$ cat src/rtl/fifo_pkg.sv
// Shared definitions for the single-clock FIFO family: read-mode constants,
// address-width derivation and the almost-flag threshold comparisons.
package fifo_pkg;

  localparam int unsigned FIFO_STD  = 0;
  localparam int unsigned FIFO_FWFT = 1;

  // RAM address width for a given entry count.
  function automatic int unsigned addr_width(input int unsigned depth);
    return $clog2(depth);
  endfunction

  // Almost-flag threshold checks on an occupancy value.
  function automatic logic at_or_above(input int unsigned lvl, input int unsigned th);
    return lvl >= th;
  endfunction

  function automatic logic at_or_below(input int unsigned lvl, input int unsigned th);
    return lvl <= th;
  endfunction

endpackage

$ cat src/rtl/ad_mem.sv
// Simple dual-port RAM: write port A, registered read port B.
module ad_mem #(
  parameter int unsigned DATA_WIDTH    = 16,
  parameter int unsigned ADDRESS_WIDTH = 5
) (
  input  logic                     clka,
  input  logic                     wea,
  input  logic [ADDRESS_WIDTH-1:0] addra,
  input  logic [DATA_WIDTH-1:0]    dina,
  input  logic                     clkb,
  input  logic                     reb,
  input  logic [ADDRESS_WIDTH-1:0] addrb,
  output logic [DATA_WIDTH-1:0]    doutb
);

  logic [DATA_WIDTH-1:0] m_ram [0:(2**ADDRESS_WIDTH)-1];

  // Write port.
  always_ff @(posedge clka) begin
    if (wea) m_ram[addra] <= dina;
  end

  // Registered read port; output holds between read enables.
  always_ff @(posedge clkb) begin
    if (reb) doutb <= m_ram[addrb];
  end

endmodule

$ cat src/rtl/fifo_fwft_out.sv
// First-word-fall-through output stage. The RAM read register acts as a
// prefetch slot in front of the output holding register, so a continuous
// pop stream is served without bubbles.
module fifo_fwft_out #(
  parameter int unsigned WIDTH = 8
) (
  input  logic             clk,
  input  logic             rst_n,
  input  logic             sclr,
  input  logic             pop,
  input  logic             mem_avail,
  input  logic [WIDTH-1:0] mem_dout,
  output logic             mem_ren,
  output logic [WIDTH-1:0] rdata,
  output logic             valid
);

  logic dout_vld;
  logic load;

  // Move the prefetched word forward when the output slot is free or being
  // popped; refill the prefetch slot whenever it is (or becomes) empty.
  always_comb begin
    load    = dout_vld & (~valid | pop);
    mem_ren = ~sclr & mem_avail & (~dout_vld | load);
  end

  // Output register, its valid bit and the prefetch-slot valid bit.
  always_ff @(posedge clk or negedge rst_n) begin
    if (!rst_n) begin
      valid    <= 1'b0;
      dout_vld <= 1'b0;
      rdata    <= '0;
    end else if (sclr) begin
      valid    <= 1'b0;
      dout_vld <= 1'b0;
    end else begin
      if (load) begin
        rdata <= mem_dout;
        valid <= 1'b1;
      end else if (pop) begin
        valid <= 1'b0;
      end
      if (mem_ren)   dout_vld <= 1'b1;
      else if (load) dout_vld <= 1'b0;
    end
  end

endmodule

$ cat src/rtl/sync_fifo_flex.sv
// Single-clock FIFO with standard or FWFT read mode, exact occupancy,
// programmable almost flags, sticky error flags and synchronous flush.
module sync_fifo_flex
  import fifo_pkg::*;
#(
  parameter int unsigned WIDTH      = 8,
  parameter int unsigned DEPTH      = 16,
  parameter int unsigned FWFT       = FIFO_STD,
  parameter int unsigned AFULL_TH   = DEPTH - 2,
  parameter int unsigned AEMPTY_TH  = 2,
  localparam int unsigned ADDR_WIDTH = addr_width(DEPTH)
) (
  input  logic                  clk,
  input  logic                  rst_n,
  input  logic                  sclr,
  input  logic                  winc,
  input  logic [WIDTH-1:0]      wdata,
  output logic                  wfull,
  output logic                  almost_full,
  input  logic                  rinc,
  output logic [WIDTH-1:0]      rdata,
  output logic                  rempty,
  output logic                  almost_empty,
  output logic [ADDR_WIDTH:0]   level,
  output logic                  overflow,
  output logic                  underflow,
  input  logic                  clr_err
);

  localparam int unsigned         LW       = ADDR_WIDTH + 1;
  localparam logic [LW-1:0]       LVL_FULL = LW'(DEPTH);

  if (DEPTH < 4 || (DEPTH & (DEPTH - 1)) != 0) begin : g_bad_depth
    $error("sync_fifo_flex: DEPTH=%0d must be a power of 2 and >= 4", DEPTH);
  end
  if (AFULL_TH < 1 || AFULL_TH > DEPTH) begin : g_bad_afull
    $error("sync_fifo_flex: AFULL_TH=%0d outside 1..DEPTH", AFULL_TH);
  end
  if (AEMPTY_TH > DEPTH - 1) begin : g_bad_aempty
    $error("sync_fifo_flex: AEMPTY_TH=%0d outside 0..DEPTH-1", AEMPTY_TH);
  end
  if (FWFT != FIFO_STD && FWFT != FIFO_FWFT) begin : g_bad_mode
    $error("sync_fifo_flex: FWFT=%0d is not a valid read mode", FWFT);
  end

  logic [LW-1:0]    wptr;
  logic [LW-1:0]    rptr;
  logic [LW-1:0]    level_next;
  logic             wr_ok;
  logic             rd_ok;
  logic             mem_ren;
  logic             mem_avail;
  logic [WIDTH-1:0] mem_dout;

  // Accept qualification and next occupancy; flush overrides both requests.
  always_comb begin
    wr_ok      = winc & ~wfull & ~sclr;
    rd_ok      = rinc & ~rempty & ~sclr;
    mem_avail  = (wptr != rptr);
    level_next = level;
    if (sclr)                level_next = '0;
    else if (wr_ok && !rd_ok) level_next = level + LW'(1);
    else if (rd_ok && !wr_ok) level_next = level - LW'(1);
  end

  // RAM write/read pointers; rptr follows RAM reads, which in FWFT mode are
  // prefetches rather than pops.
  always_ff @(posedge clk or negedge rst_n) begin
    if (!rst_n) begin
      wptr <= '0;
      rptr <= '0;
    end else if (sclr) begin
      wptr <= '0;
      rptr <= '0;
    end else begin
      if (wr_ok)   wptr <= wptr + LW'(1);
      if (mem_ren) rptr <= rptr + LW'(1);
    end
  end

  // Occupancy and level-derived flags, registered from level_next.
  always_ff @(posedge clk or negedge rst_n) begin
    if (!rst_n) begin
      level        <= '0;
      wfull        <= 1'b0;
      almost_full  <= 1'b0;
      almost_empty <= 1'b1;
    end else begin
      level        <= level_next;
      wfull        <= (level_next == LVL_FULL);
      almost_full  <= at_or_above(32'(level_next), AFULL_TH);
      almost_empty <= at_or_below(32'(level_next), AEMPTY_TH);
    end
  end

  // Sticky error flags; a new error in the same cycle wins over clr_err.
  always_ff @(posedge clk or negedge rst_n) begin
    if (!rst_n) begin
      overflow  <= 1'b0;
      underflow <= 1'b0;
    end else begin
      overflow  <= (winc & wfull & ~sclr)  | (overflow  & ~clr_err);
      underflow <= (rinc & rempty & ~sclr) | (underflow & ~clr_err);
    end
  end

  ad_mem #(
    .DATA_WIDTH    (WIDTH),
    .ADDRESS_WIDTH (ADDR_WIDTH)
  ) i_mem (
    .clka  (clk),
    .wea   (wr_ok),
    .addra (wptr[ADDR_WIDTH-1:0]),
    .dina  (wdata),
    .clkb  (clk),
    .reb   (mem_ren),
    .addrb (rptr[ADDR_WIDTH-1:0]),
    .doutb (mem_dout)
  );

  if (FWFT == FIFO_FWFT) begin : g_fwft
    logic out_valid;

    fifo_fwft_out #(
      .WIDTH (WIDTH)
    ) u_fwft_out (
      .clk       (clk),
      .rst_n     (rst_n),
      .sclr      (sclr),
      .pop       (rd_ok),
      .mem_avail (mem_avail),
      .mem_dout  (mem_dout),
      .mem_ren   (mem_ren),
      .rdata     (rdata),
      .valid     (out_valid)
    );

    assign rempty = ~out_valid;
  end else begin : g_std
    logic rd_pend;

    // rd_ok already implies a stored word; mem_avail is a redundant guard.
    assign mem_ren = rd_ok & mem_avail;

    // Empty flag plus second-stage read register fed by the RAM output.
    always_ff @(posedge clk or negedge rst_n) begin
      if (!rst_n) begin
        rempty  <= 1'b1;
        rd_pend <= 1'b0;
        rdata   <= '0;
      end else begin
        rempty  <= (level_next == '0);
        rd_pend <= rd_ok;
        if (rd_pend && !sclr) rdata <= mem_dout;
      end
    end
  end

endmodule

$ cat config.mk
export PLATFORM = sky130hd
export DESIGN_NAME = sync_fifo_flex
export DESIGN_NICKNAME = d
export VERILOG_FILES = /design/src/rtl/fifo_pkg.sv /design/src/rtl/ad_mem.sv /design/src/rtl/fifo_fwft_out.sv /design/src/rtl/sync_fifo_flex.sv
export SDC_FILE = /design/constraint.sdc
export NUM_CORES = 1
export LEC_CHECK = 0
export ABC_AREA = 1
export CAP_MARGIN = 20
export CORE_MARGIN = 2
export CORE_UTILIZATION = 30
export DETAILED_ROUTE_END_ITERATION = 12
export GPL_TIMING_DRIVEN = 0
export HOLD_SLACK_MARGIN = 0.12
export RECOVER_POWER = 25
export SLEW_MARGIN = 0
export SYNTH_ARGS = -nofsm -noshare
export SYNTH_HDL_FRONTEND = slang
export SYNTH_HIERARCHICAL = 1
export SYNTH_SLANG_ARGS = --single-unit
$ cat constraint.sdc
create_clock -name clk -period 2.2 [get_ports clk]
set_input_delay 0.44 -clock clk [delete_from_list [all_inputs] [get_ports clk]]
set_output_delay 0.44 -clock clk [all_outputs]
set_load 0.005 [all_outputs]
---- After elaboration in Yosys (flattened, before gate mapping) ----
Memory sizes are Yosys's and may differ from the RTL's. A register that Yosys moved wholly into a read port is not among the register bits.
Cells that the tools add are included.
storage, ports and cells
  register bits after elaboration ......... 30
  memories kept ........................... 1
  bits in writable memories ............... 128
  logic and storage cells ................. 55
memories
  memory       words  width  read ports  clocked after memory_dff  wr ports  RTL line      source
  i_mem.m_ram  16     8      1           1                         1         ad_mem.sv:16  logic [DATA_WIDTH-1:0] m_ram [0:(2**ADDRESS_WIDTH)-1];
cells by class
  mux-type cells .......................... 9
  order comparisons ....................... 2
  equality and inequality tests ........... 2
  reduce and logical (&&, ||, !) cells .... 9
  add/sub/neg operators ................... 4
  bitwise gates (word level) .............. 17
operators by type and width
  operator                                              count
  2-to-1 mux 5 bit                                      7
  adder 5 x 1 -> 5 bit (second input constant)          3
  bitwise AND 1 bit                                     11
  == test 5 bit (second input constant)                 1
  >= comparator 5 x 4 -> 1 bit (second input constant)  1
  <= comparator 5 x 2 -> 1 bit (second input constant)  1
  zero test 5 bit                                       1
  inequality test 5 bit                                 1
  subtractor 5 x 1 -> 5 bit (second input constant)     1
  inverter 1 bit                                        4
  nonzero test 2 bit                                    2
  logical AND 1 bit                                     3
  zero test 1 bit                                       3
  2-to-1 mux 1 bit                                      2
  OR 1 bit                                              2

---- Depth between registers and ports, before layout ----
  depth after elaboration ................. 9
  depth in mapped cells ................... 12
  gate-level depth less buffers ........... 12

---- Modules after synthesis ----
The synthesis kept the hierarchy.
by module, submodules not included
  module          times used  cells each  area each (um2)  sequential area each (um2)
  ad_mem          1           551         5,846.9          4,083.9
  sync_fifo_flex  1           178         1,581.5          753.2

---- Least setup slack after synthesis ----
OpenSTA, ideal clock, no wires.
  path kind ............................... reg-to-reg
  from .................................... reg wfull
  to ...................................... mem i_mem/m_ram[12][0] in the netlist's numbering (enable)
  data arrival time ....................... 1.294 ns
  library setup time ...................... 0.370 ns
  required time ........................... 1.830 ns
  stages on the path, launching flop included .. 6
  clock period less this slack ............ 1.665 ns
  path slack .............................. 0.535 ns
  buffers on the path ..................... 0
  path through ............................ dfrtp_1 inv_1 nand2_2 nor2_4 nand3_1 nor2_1
between the ends
  longest elaborated chain between the ends .. 5
RTL lines
  element                                 RTL line              source
  from (decl)                             sync_fifo_flex.sv:18  output logic wfull,
  from (signal assigned)                  sync_fifo_flex.sv:90  wfull <= (level_next == LVL_FULL);
  inverter 1 bit                          sync_fifo_flex.sv:57  wr_ok = winc & ~wfull & ~sclr;
  bitwise AND 1 bit (2 in series)         sync_fifo_flex.sv:57
  net wr_ok                               sync_fifo_flex.sv:49  logic wr_ok;
  2-to-1 mux 1 bit                        ad_mem.sv:20          if (wea) m_ram[addra] <= dina;
  2-to-1 mux 1 bit (implied by the code)  ad_mem.sv:20
  to (decl)                               ad_mem.sv:16
The timed path passes the listed nets, and every way through them passes these cells.

---- Worst setup path after layout ----
  from .................................... in winc
  to ...................................... mem i_mem/m_ram[13][3] in the netlist's numbering (enable)
between the ends
  longest elaborated chain between the ends .. 4
RTL lines
  element                                 RTL line              source
  from (decl)                             sync_fifo_flex.sv:16  input logic winc,
  bitwise AND 1 bit (2 in series)         sync_fifo_flex.sv:57
  net wr_ok                               sync_fifo_flex.sv:49
  2-to-1 mux 1 bit                        ad_mem.sv:20
  2-to-1 mux 1 bit (implied by the code)  ad_mem.sv:20
The timed path passes the listed nets, and every way through them passes these cells.

==> impl_metrics.xml <==
<?xml version="1.0" encoding="UTF-8"?>
<metrics>
  <group name="min_path">
    <metric name="class_of_the_tightest_hold_or_removal_check" unit="">flop to flop</metric>
    <metric name="min-delay-start" unit="">i_mem/doutb[5]$_DFFE_PP_</metric>
  </group>
  <group name="synthesis">
    <metric name="synth-adder-area-share" unit="%">0.674</metric>
    <metric name="synth_simple_gate_area_share" unit="%">22.0</metric>
    <metric name="syn-instance-count" unit="">729</metric>
    <metric name="synth_flop_cell" unit="">edfxtp_1</metric>
    <metric name="number_of_enable_flip_flop_cells_after_synthesis" unit="">136</metric>
    <metric name="synthArstFlopShare" unit="%">18.1</metric>
    <metric name="syn-mean-instance-area" unit="um^2">10.2</metric>
    <metric name="synth_top_family_by_area" unit="">simple AND/OR/NAND/NOR gates</metric>
    <metric name="number_of_synthesis_warnings" unit="">6</metric>
    <metric name="synth_xor_area_share" unit="%">1.30</metric>
    <metric name="synth.mux.area_fraction" unit="%">1.21</metric>
    <metric name="synth-seq-area-share" unit="%">65.1</metric>
    <metric name="synth_top_cell_area_share" unit="%">55.0</metric>
    <metric name="synthDistinctLibCells" unit="">29</metric>
    <metric name="ranking_of_synthesized_cells_by_area" unit="">edfxtp_1, nand2_1, dfrtp_1</metric>
    <metric name="yosysTopAreaCell" unit="">edfxtp_1</metric>
    <metric name="post_synth_most_frequent_cells" unit="">nand2_1, edfxtp_1, inv_1</metric>
    <metric name="post_synthesis_compound_gate_area_fraction" unit="%">0.691</metric>
    <metric name="synth_fp_nets" unit="">747</metric>
    <metric name="synthesis.area" unit="um^2">7430</metric>
    <metric name="synth_seq_cells" unit="">166</metric>
    <metric name="synth.most_common_cell" unit="">nand2_1</metric>
  </group>
  <group name="placement">
    <metric name="place.detailed.hpwl" unit="um">11700</metric>
    <metric name="io_buffers" unit="">32</metric>
    <metric name="dp_cells" unit="">1085</metric>
    <metric name="gpl.final_weighted_congestion" unit="">0.842</metric>
  </group>
  <group name="timing">
    <metric name="tightestPinTransition" unit="ns">0.891</metric>
    <metric name="min_period" unit="ns">2.18</metric>
    <metric name="worst_slew_margin_rel" unit="%">40.4</metric>
    <metric name="grt_setup_unrepaired" unit="">true</metric>
    <metric name="holdWs" unit="ns">0.474</metric>
    <metric name="setup_viol" unit="">0</metric>
    <metric name="fin_skew" unit="ns">0.00918</metric>
    <metric name="final_min_period_over_clock_period" unit="%">99.1</metric>
    <metric name="report.final.slew_viol_count" unit="">0</metric>
    <metric name="hold_viol" unit="">0</metric>
    <metric name="max_freq" unit="MHz">459</metric>
  </group>
  <group name="detailed_routing">
    <metric name="drcViolationCount" unit="">0</metric>
    <metric name="met1_wirelength" unit="um">7500</metric>
    <metric name="dr.first_iter.drc_count" unit="">381</metric>
    <metric name="drt_first_pass_iters" unit="">5</metric>
    <metric name="dr.max_layer_used" unit="">met4</metric>
    <metric name="wire_per_inst" unit="um">15.3</metric>
    <metric name="wl_met3" unit="um">766</metric>
    <metric name="final_antenna_net_count" unit="">0</metric>
    <metric name="vias_per_cell" unit="">4.50</metric>
    <metric name="routed-via-count" unit="">5031</metric>
    <metric name="routed-wl-met2" unit="um">8280</metric>
    <metric name="route.final.wire_length" unit="um">17100</metric>
  </group>
  <group name="final_layout">
    <metric name="antenna-diode-count" unit="">0</metric>
    <metric name="post_route_cells_drive_above_1_share" unit="%">10.5</metric>
    <metric name="layout-area-overhead-vs-synth" unit="%">17.4</metric>
    <metric name="multi_input_comb_area" unit="um^2">1930</metric>
    <metric name="filler_cell_count" unit="">2372</metric>
    <metric name="layoutNonFillerInstCount" unit="">1118</metric>
    <metric name="area.sequential" unit="um^2">4840</metric>
    <metric name="nets" unit="">799</metric>
  </group>
  <group name="pwr">
    <metric name="cellLeakagePower" unit="uW">0.00373</metric>
    <metric name="finalPower" unit="uW">7590</metric>
    <metric name="irDropWorstVdd" unit="V">0.000546</metric>
    <metric name="power.density" unit="nW/um^2">870</metric>
  </group>
  <group name="clock_network">
    <metric name="tritoncts_clock_tree" unit="">yes</metric>
    <metric name="worst_skew_pair.late_latency" unit="ns">0.43</metric>
    <metric name="cts_setup_buffers" unit="">0</metric>
    <metric name="cts.reportedPaths.clkPinSlew" unit="ns">0.06</metric>
    <metric name="number_of_clock_buffers_inserted_by_tritoncts" unit="">17</metric>
    <metric name="cts.sink_count" unit="">166</metric>
    <metric name="clk_root_buffer_cell" unit="">clkbuf_16</metric>
    <metric name="htree_levels" unit="">4</metric>
    <metric name="cts_buffer_depth" unit="">2</metric>
  </group>
  <group name="setup_path">
    <metric name="crit_path_end_kind" unit="">flop</metric>
    <metric name="worst_path_max_delay_cell" unit="">nor2_1</metric>
    <metric name="cp_cell_sequence" unit="">clkdlybuf4s50_1 -&gt; nand2_2 -&gt; nor2_4 -&gt; nand3_1 -&gt; nor2_1</metric>
    <metric name="worstSetupStartpointType" unit="">input pin</metric>
    <metric name="ws_path_type" unit="">input pin to flop</metric>
    <metric name="critical_path_arrival" unit="ns">2.23</metric>
    <metric name="critPathRequiredTime" unit="ns">2.25</metric>
    <metric name="critical_path.max_fanout" unit="">8</metric>
    <metric name="reg2reg_from" unit="">wfull$_DFF_PN0_</metric>
    <metric name="cp-startpoint" unit="">winc</metric>
    <metric name="cpPeakStageDelay" unit="ns">0.73</metric>
  </group>
  <group name="die">
    <metric name="initial_core_util" unit="%">30.5</metric>
    <metric name="site_rows" unit="">57</metric>
    <metric name="die_height" unit="um">161</metric>
    <metric name="die_w" unit="um">161</metric>
    <metric name="coreArea" unit="um^2">24300</metric>
    <metric name="io_pins" unit="">33</metric>
    <metric name="fp.dieArea" unit="um^2">26000</metric>
  </group>
  <group name="global_route">
    <metric name="wire_length_of_the_first_global_routing_pass" unit="um">27100</metric>
    <metric name="globalRoute.totalOverflow" unit="">0</metric>
    <metric name="first_global_vias" unit="">5051</metric>
    <metric name="grt_start_max_net_pins" unit="">31</metric>
    <metric name="antenna_found_initial" unit="">0</metric>
    <metric name="track_usage" unit="%">13.8</metric>
  </group>
  <group name="outcome">
    <metric name="run_status" unit="">finished clean</metric>
  </group>
  <group name="run">
    <metric name="max_cap_viol_count" unit="">0</metric>
  </group>
</metrics>
## sequential cells by signal (all words and copies together) (netlist names), 5 cells and up
signal	count
i_mem/doutb	8
wptr	5
level	5
rptr	5
rdata	8
i_mem/m_ram	128
## layer usage
layer	global-route usage (%)	vias up
met5	0	-
met4	6.21	0
met3	2.41	32
met2	23.1	136
met1	17.6	2403
li1	-	2460
## report_power, final
group	switching, uW	total [uW]	leakage (uW)	internal, uW
combinational	658	1140	0.00186	486
sequential	87.5	3650	0.00161	3570
clock	1230	2790	0.000258	1560
total	1980	7590	0.00373	5610
## area by class of cell
type	instances	area share [%]
sequential	166	55.5
timing repair buffer	33	3.73
buffer	27	2.14
multi-input combinational	407	22.1
clock buffer	17	4.88
inverter	129	5.55
tap	324	4.65
clock inverter	15	1.48
## cells by family after synthesis
kind of cell / after synthesis
fa+ha+maj: 4
mux: 8
buf+inv: 156
simple gates: 375
flops: 166
compound gates: 9
xor+xnor: 11
## through the flow
step	worst slack (ns)	util (%)	TNS (ns)	cell area, um^2
2_1_floorplan	0.535	-	0	7430
3_3_place_gp	-0.417	33.5	-39.56	8150
3_5_place_dp	-0.435	33.5	-41.92	8150
4_1_cts	0.0115	35.8	0	8710
5_1_grt	-0.0690	35.9	-1.02	8720
6_report	0.0208	35.9	0	8720
## worst max-delay path, delay by kind of cell
| family | cells | cell delay [ns] |
|---|---|---|
| and+or+nand+nor | 4 | 1.29 |
| buffers and inverters | 1 | 0.49 |
## layout by cell type, fill, tap and decap left out, types with 3 or more instances in the layout
master / synthesis / routed
clkinvlp_4: 0 / 5
buf_4: 4 / 4
clkbuf_16: 0 / 17
buf_6: 7 / 7
ha_1: 4 / 4
nor2_2: 1 / 6
nand4_1: 4 / 4
nor2_1: 29 / 24
inv_2: 4 / 4
xnor2_1: 6 / 6
xor2_1: 5 / 5
nand2_1: 208 / 208
buf_2: 14 / 14
dfrtp_1: 28 / 28
mux2_2: 8 / 8
clkdlybuf4s50_1: 0 / 30
edfxtp_1: 136 / 136
nand3_1: 120 / 121
nand3_2: 4 / 3
o21ai_0: 5 / 5
inv_1: 125 / 125
clkinv_1: 0 / 3
## timing repair
| action | 4_1_cts | 5_1_grt |
|---|---|---|
| endpoints found under the setup margin | 0 | 46 |
| hold buffers | 1 | 0 |
| resized for setup | 0 | 5 |
| endpoints found under the hold margin | 28 | 0 |
## final timing paths
check / to / slack (ns) / cells after the start
worst max register to register: i_mem/m_ram[13][3]$_DFFE_PP_ / 0.04 / 5
worst max-delay path: i_mem/m_ram[13][3]$_DFFE_PP_ / 0.02 / 5
worst min-delay path: rdata[5]$_DFFE_PN0P_ / 0.47 / 1
max in group asynchronous: rdata[7]$_DFFE_PN0P_ / 1.08 / 2
min in group asynchronous: level[0]$_DFF_PN0_ / 0.62 / 2
worst min register to register: rdata[5]$_DFFE_PN0P_ / 0.47 / 1
Note: power is estimated with default switching activity, not from simulation.
